$ cat config.mk
export PLATFORM = sky130hd
export DESIGN_NAME = input_debounce_pair
export DESIGN_NICKNAME = d
export VERILOG_FILES = /design/src/rtl/debounce_pkg.sv /design/src/rtl/debounce_channel.sv /design/src/rtl/input_debounce_pair.sv
export SDC_FILE = /design/constraint.sdc
export NUM_CORES = 1
export LEC_CHECK = 0
export CORE_ASPECT_RATIO = 1.1
export CORE_MARGIN = 5
export CORE_UTILIZATION = 66
export CTS_BUF_LIST = sky130_fd_sc_hd__clkbuf_2 sky130_fd_sc_hd__clkbuf_4 sky130_fd_sc_hd__clkbuf_8
export DETAILED_ROUTE_END_ITERATION = 8
export PLACE_DENSITY_LB_ADDON = 0.05
export SLEW_MARGIN = 40
export SYNTH_ARGS = -nofsm -noshare
export SYNTH_HDL_FRONTEND = slang
export SYNTH_SLANG_ARGS = --single-unit
$ cat constraint.sdc
create_clock -name clk -period 5.6 [get_ports clk]
set_clock_uncertainty 0.05 [all_clocks]
set_input_delay 1.4 -clock clk [delete_from_list [all_inputs] [get_ports clk]]
set_output_delay 1.4 -clock clk [all_outputs]
set_load 0.01 [all_outputs]
$ cat src/rtl/debounce_pkg.sv
// rtl/debounce_pkg.sv - shared types and defaults for the input debounce pair
package debounce_pkg;

    typedef enum logic {
        STABLE = 1'b0,
        COUNT  = 1'b1
    } db_state_t;

    localparam int DB_CNT_W_DEFAULT = 16;

endpackage

$ cat src/rtl/debounce_channel.sv
// rtl/debounce_channel.sv - one input: synchroniser, debounce FSM/counter, edge strobes
module debounce_channel
    import debounce_pkg::*;
#(
    parameter int   SYNC_STAGES     = 2,
    parameter int   DEBOUNCE_CYCLES = 50000,
    parameter int   CNT_W           = DB_CNT_W_DEFAULT,
    parameter logic RESET_VAL       = 1'b0
) (
    input  logic clk,
    input  logic rst,
    input  logic raw,
    output logic q,
    output logic rise,
    output logic fall
);

    localparam logic [CNT_W-1:0] CNT_ONE  = CNT_W'(1);
    localparam logic [CNT_W-1:0] CNT_LAST = CNT_W'(DEBOUNCE_CYCLES - 1);

    logic [SYNC_STAGES-1:0] sync_q;
    logic                   s;
    db_state_t              state_q, state_d;
    logic [CNT_W-1:0]       cnt_q, cnt_d;
    logic                   q_q, q_d;
    logic                   rise_q, fall_q;

    // Pure shift register: nothing may sit between stages.
    always_ff @(posedge clk or posedge rst) begin
        if (rst) begin
            sync_q <= {SYNC_STAGES{RESET_VAL}};
        end else begin
            sync_q <= {sync_q[SYNC_STAGES-2:0], raw};
        end
    end

    assign s = sync_q[SYNC_STAGES-1];

    always_ff @(posedge clk or posedge rst) begin
        if (rst) begin
            state_q <= STABLE;
            cnt_q   <= '0;
            q_q     <= RESET_VAL;
            rise_q  <= 1'b0;
            fall_q  <= 1'b0;
        end else begin
            state_q <= state_d;
            cnt_q   <= cnt_d;
            q_q     <= q_d;
            rise_q  <= q_d & ~q_q;
            fall_q  <= ~q_d & q_q;
        end
    end

    // Any sample that agrees with q drops back to STABLE, restarting the count.
    always_comb begin
        state_d = state_q;
        cnt_d   = cnt_q;
        q_d     = q_q;
        case (state_q)
            STABLE: begin
                cnt_d = '0;
                if (s != q_q) begin
                    if (DEBOUNCE_CYCLES == 1) begin
                        q_d = s;
                    end else begin
                        state_d = COUNT;
                        cnt_d   = CNT_ONE;
                    end
                end
            end
            COUNT: begin
                if (s == q_q) begin
                    state_d = STABLE;
                    cnt_d   = '0;
                end else if (cnt_q == CNT_LAST) begin
                    q_d     = s;
                    state_d = STABLE;
                    cnt_d   = '0;
                end else begin
                    cnt_d = cnt_q + CNT_ONE;
                end
            end
            default: begin
                state_d = STABLE;
                cnt_d   = '0;
            end
        endcase
    end

    assign q    = q_q;
    assign rise = rise_q;
    assign fall = fall_q;

endmodule

$ cat src/rtl/input_debounce_pair.sv
// rtl/input_debounce_pair.sv - two debounced, synchronised inputs with change strobes
module input_debounce_pair
    import debounce_pkg::*;
#(
    parameter int   SYNC_STAGES     = 2,
    parameter int   DEBOUNCE_CYCLES = 50000,
    parameter int   CNT_W           = DB_CNT_W_DEFAULT,
    parameter logic RESET_VAL       = 1'b0
) (
    input  logic       clk,
    input  logic       rst,
    input  logic       raw_in1,
    input  logic       raw_in2,
    output logic       in1,
    output logic       in2,
    output logic       changed,
    output logic [1:0] rise,
    output logic [1:0] fall
);

    debounce_channel #(
        .SYNC_STAGES     (SYNC_STAGES),
        .DEBOUNCE_CYCLES (DEBOUNCE_CYCLES),
        .CNT_W           (CNT_W),
        .RESET_VAL       (RESET_VAL)
    ) u_ch1 (
        .clk  (clk),
        .rst  (rst),
        .raw  (raw_in1),
        .q    (in1),
        .rise (rise[0]),
        .fall (fall[0])
    );

    debounce_channel #(
        .SYNC_STAGES     (SYNC_STAGES),
        .DEBOUNCE_CYCLES (DEBOUNCE_CYCLES),
        .CNT_W           (CNT_W),
        .RESET_VAL       (RESET_VAL)
    ) u_ch2 (
        .clk  (clk),
        .rst  (rst),
        .raw  (raw_in2),
        .q    (in2),
        .rise (rise[1]),
        .fall (fall[1])
    );

    // Strobes are already registered per channel, so this OR stays one cycle wide.
    assign changed = (|rise) | (|fall);

endmodule
==> metrics.yaml, run 1 <==
synth_cell_types: 23
period_minus_slack_ps: 3200
gr-usage-all-layers_pct: 18.7
syn-cell-area_um2: 2040
synth_compound_area_share_pct: 0.735
crit_chain: "or4_1, clkdlybuf4s50_1"
nets: 210
cts_hold_repair.buffers: 0
final_cell_mix: "dfrtp_1, nor2_1, xnor2_1"
finalSetupTns_ps: 0
grt_overflow: 0
drt_iter0_markers: 107
die_w_um: 63.1
yosysTopAreaCellShare_pct: 53.9
status: "complete, no violations"
cts.sinks: 44
post_cts_buffers: 0
clk_path_buf_depth: 2
wl_per_cell_um: 14.6
slowest_stage: "or4_1"
core_area_um2: 3020
yosys_warnings: 0
synthXorXnorAreaFrac_pct: 12.9
syn-instance-count: 192
ir_drop_mv: 0.240
worst-path-max-fanout: 2
cp.required_ps: 4150
io_buffers: 10
power_frac_seq_pct: 63.8
grt_pass1_wl_um: 6170
crit_path_max_incr_delay_ps: 500
fin_ws_ps: 2400
grt_pass1_vias: 1355
worst_ep_arrival_time_ps: 1750
hp-class: "register to register"
drtPass1Iterations: 4
p_sw_uw: 117
worstSetupPathType: "register to output port"
vias_per_cell: 5.85
cts_buffers: 5
crit_family: "simple AND/OR/NAND/NOR gates"
grt_max_degree: 45
cts_resized: 0
diodes: 0
cts_root_buffer: "clkbuf_4"
synth-adder-area-share_pct: 1.22
synth_seq_area_share_pct: 53.9
totalWireLength_um: 3480
slew_headroom_pct: 64.7
comb_power_share_pct: 3.6
power_density_nw_per_um2: 232
post-dp-hpwl_um: 2370
hold_violations: 0
end_kind: "output port"
cts_tree: "built"
leakagePower_nw: 0.861
fin_crit_sh_pct: 57.1
ioPinCount: 11
die_h_um: 68.4
swShare_pct: 22.8
max_cap_violations: 0
syn_avg_cell_area_um2: 10.6
antenna_found_initial: 0
fin_util_pct: 73.0
max_slew.worst_pin.slew_ps: 530
yosys.area.top_type: "dfrtp_1"
antenna_left: 0
area_growth_pct: 8.02
worstSkewPairLatency_ps: 360
layout-drive-gt1-share_pct: 8.29
drc_errors: 0
p_int_uw: 394
start_util_pct: 67.6
pre_cts_slack_ps: 2800
setup_viol: 0
clkPwrFrac_pct: 32.7
ys_ff_latch: 44
synthTopCellsByArea: "dfrtp_1, xnor2_1, nor2_1"
synth_top_family_by_area: "simple AND/OR/NAND/NOR gates"
die_area_um2: 4310
maxSlewViolCount: 0
htree_levels: 2
path_clk_slew_ps: 130
fmax_mhz: 313
cp_num_buf_inv: 1
syn-num-nets: 198
mostFrequentLayoutCell: "dfrtp_1"
synthMuxAreaShare_pct: 1.47
vias: 1397
synth_simple_gate_area_share_pct: 25.6
place_congestion: 0.797
num_rows: 21
rsz0062_at_grt: "no"
critPathLaunchType: "register"
[worst paths after layout]
check                           startpoint               to  slack, ps  cells after the start
max reg2reg                u_ch2.cnt_q[11]   u_ch2.cnt_q[6]       3510                      4
min in group asynchronous              rst          u_ch1.q       1410                      3
min                        u_ch2.sync_q[0]  u_ch2.sync_q[1]        320                      0
min reg2reg                u_ch2.sync_q[0]  u_ch2.sync_q[1]        320                      0
max                             u_ch2.rise          changed       2400                      2
max in group asynchronous              rst   u_ch1.cnt_q[9]       3720                      3
[cells by family after synthesis]
| kind of cell | Yosys count |
|---|---|
| AOI/OAI and AO/OA | 2 |
| xor gates and xnor gates | 30 |
| adders and majority gates | 2 |
| buffers and inverters | 15 |
| DFF | 44 |
| muxes | 2 |
| and+or+nand+nor | 97 |
[stage by stage]
stage / cells / total power, mW / cell area, um2 / hold slack (ps)
finish: 239 / 0.511 / 2210 / 321
floorplan: 192 / 0.345 / 2040 / 281
global placement: 231 / 0.349 / 2140 / 285
global route: 239 / 0.536 / 2210 / 333
CTS: 239 / 0.517 / 2210 / 320
detailed placement: 231 / 0.351 / 2140 / 295
[area by class of cell]
class	count	area, um2
flip-flops and latches	44	1100
multi-input cells	133	856
fillers	216	815
repair buffers	11	108
clock buffers	7	58.8
well taps	34	42.5
inverters	9	33.8
clock inverters	1	7.51
[registers in the layout, indices dropped and copies added, names as in the netlist, 2 cells and up]
register and cells:
u_ch1.sync_q 2, u_ch2.cnt_q 16, u_ch2.sync_q 2, u_ch1.cnt_q 16
[cells in the mapped netlist, drive strengths merged]
cell and count:
xor2 4, nand2 8, nand3 12, dfrtp 44, inv 9, xnor2 26
mux2 2, and2 2, or4b 1, a21boi 2, nor4 6, nor2 38
nand4b 1, nor3 8, nand4 8, or4 6, ha 2, or4bb 3
buf 6, nor3b 4
[metal layers]
layer / GRT usage [%] / share of wire (%) / vias to the layer above
met1: 20.3 / 40 / 699
li1: - / - / 669
met2: 34.4 / 55 / 22
met5: 0 / 0 / -
met4: 9.55 / 2.0 / 0
met3: 4.43 / 3.3 / 7
[power groups by stage]
stage / combinational [mW] / sequential [mW] / clock, mW
after global placement: 0.0180 / 0.331 / 0
after CTS: 0.0188 / 0.326 / 0.172
after global routing: 0.0208 / 0.326 / 0.189
after floorplan: 0.0144 / 0.331 / 0
after detailed placement: 0.0187 / 0.332 / 0
final: 0.0182 / 0.326 / 0.167
Note: power is estimated with default switching activity, not from simulation.
==> run 2: changes to the inputs <==
--- a/config.mk
+++ b/config.mk
@@ -7,7 +7,7 @@
 export LEC_CHECK = 0
 export CORE_ASPECT_RATIO = 1.1
 export CORE_MARGIN = 5
-export CORE_UTILIZATION = 66
+export CORE_UTILIZATION = 61
 export CTS_BUF_LIST = sky130_fd_sc_hd__clkbuf_2 sky130_fd_sc_hd__clkbuf_4 sky130_fd_sc_hd__clkbuf_8
 export DETAILED_ROUTE_END_ITERATION = 8
 export PLACE_DENSITY_LB_ADDON = 0.05
==> constraint.sdc (replaced) <==
create_clock -name clk -period 3.1 [get_ports clk]
set_clock_uncertainty 0.05 [all_clocks]
set_input_delay 0.775 -clock clk [delete_from_list [all_inputs] [get_ports clk]]
set_output_delay 0.775 -clock clk [all_outputs]
set_load 0.01 [all_outputs]
==> run 2 against run 1 <==
Final area hardly changed. First-iteration DRC count down 50%. Hold slack worse by 3.1 ps. Non-clock buffer count stayed put. Cell count increased by 0.42%. Worst setup slack worse by 1900 ps. Combinational power increased by 92%.
==> metrics.yaml, run 2 (synthesis gave the netlist of run 1 again) <==
nets: 210  # unchanged
mostFrequentLayoutCell: "dfrtp_1"
grt_pass1_vias: 1418  # +4.6%
finalSetupTns_ps: 0  # unchanged
wl_per_cell_um: 14.6  # +0.44%
largestRegisters: "u_ch1.cnt_q (16), u_ch2.cnt_q (16)"
path_clk_slew_ps: 120  # about the same
cts.sinks: 44  # unchanged
die_area_um2: 4610  # +6.9%
area_growth_pct: 7.96  # about the same
ioPinCount: 11  # unchanged
worst-path-max-fanout: 2  # unchanged
place_area_um2: 2160  # +0.70%
max_slew.worst_pin.slew_ps: 596  # +66.2 ps
maxSlewViolCount: 0  # unchanged
grt_max_degree: 31  # -31%
p_total_uw: 883  # +73%
leakagePower_nw: 0.863  # +0.14%
final_cell_mix: "dfrtp_1, nor2_1, xnor2_1"
slew_headroom_pct: 60.2  # -4.5 points
cts_resized: 0  # unchanged
setup_viol: 0  # unchanged
antenna_found_initial: 0  # unchanged
diodes: 0  # unchanged
max_cap_violations: 0  # unchanged
cts_root_buffer: "clkbuf_4"
hold_violations: 0  # unchanged
totalWireLength_um: 3510  # +0.86%
power_density_nw_per_um2: 400  # +73%
end_kind: "output port"
worst_ep_arrival_time_ps: 1730  # -20 ps
drc_errors: 0  # unchanged
final_area_um2: 2210  # about the same
gr-usage-all-layers_pct: 17.5  # -1.2 points
cts_tree: "built"
period_minus_slack_ps: 2560
cts_hold_repair.buffers: 0  # unchanged
drt_iter0_markers: 53  # -50%
vias_per_cell: 5.79  # -0.99%
antenna_left: 0  # unchanged
clk_path_buf_depth: 2  # unchanged
rsz0062_at_grt: "no"
layout-drive-gt1-share_pct: 7.84  # -0.45 points
critPathLaunchType: "register"
start_util_pct: 62.4  # -5.2 points
cts_buffers: 5  # unchanged
die_w_um: 65.2  # +3.4%
num_rows: 22  # +4.8%
die_h_um: 70.7  # +3.4%
post_cts_buffers: 0  # unchanged
worstSkewPairLatency_ps: 340  # -20 ps
fin_crit_sh_pct: 82.5
worstSetupPathType: "register to output port"
place_congestion: 0.777  # -2.5%
hp-class: "register to register"
core_area_um2: 3280  # +8.4%
fmax_mhz: 391
crit_family: "simple AND/OR/NAND/NOR gates"
drtPass1Iterations: 4  # unchanged
crit_path_max_incr_delay_ps: 500  # about the same
cp.required_ps: 2270  # -1880 ps
grt_overflow: 0  # unchanged
htree_levels: 2  # unchanged
post-dp-hpwl_um: 2520  # +6.3%
cp_num_buf_inv: 1  # unchanged
status: "complete, no violations"
crit_chain: "or4_1, clkdlybuf4s50_1"
io_buffers: 10  # unchanged
vias: 1389  # -0.57%
grt_pass1_wl_um: 6260  # +1.5%
slowest_stage: "or4_1"
ir_drop_mv: 0.274  # +15%
## run 2: metal layers
metal,vias to the layer above,global-route usage (%),routed length (um)
met1,686,18.8,1430
met5,-,0,0
met2,22,31.6,1870
met4,0,7.14,83
li1,671,-,-
met3,10,5.08,120
## run 2: layout make-up
type	count	area, um2
tap	36	45.0
fill	274	1070
timing repair buffer	11	120
inverter	9	33.8
sequential	44	1100
clock inverter	1	5.00
multi-input combinational	133	856
clock buffer	6	45.0
## run 2: where the power goes
part | total, mW | leakage, nW | switching (mW) | internal [mW]
sequential | 0.588 | 0.597 | 0.00710 | 0.581
combinational | 0.0349 | 0.235 | 0.0220 | 0.0130
clock | 0.260 | 0.0315 | 0.168 | 0.0925
total | 0.883 | 0.863 | 0.197 | 0.687
## run 2: worst paths after layout
| kind | start | end | slack, ps | depth (start not counted) |
|---|---|---|---|---|
| max reg2reg | u_ch1.cnt_q[12] | u_ch1.cnt_q[12] | 1040 | 4 |
| min in group asynchronous | rst | u_ch1.q | 730 | 2 |
| min | u_ch1.sync_q[0] | u_ch1.sync_q[1] | 320 | 0 |
| max in group asynchronous | rst | u_ch1.cnt_q[4] | 1700 | 3 |
| min reg2reg | u_ch1.sync_q[0] | u_ch1.sync_q[1] | 320 | 0 |
| max | u_ch2.rise | changed | 540 | 2 |
## run 2: worst reg2reg max path: cells and delay by family, from the launching register on
kind             cells  cell delay, ps
AND/OR/NAND/NOR      4            1460
flip-flops           1             440
## run 2: per-stage QoR
stage | utilization (%) | setup WS (ps) | cells | hold slack (ps)
2_1_floorplan | - | 1130 | 192 | 281
3_3_place_gp | 65.8 | 925 | 233 | 283
3_5_place_dp | 65.8 | 925 | 233 | 294
4_1_cts | 67.3 | 511 | 240 | 322
5_1_grt | 67.3 | 474 | 240 | 331
6_report | 67.3 | 542 | 240 | 318
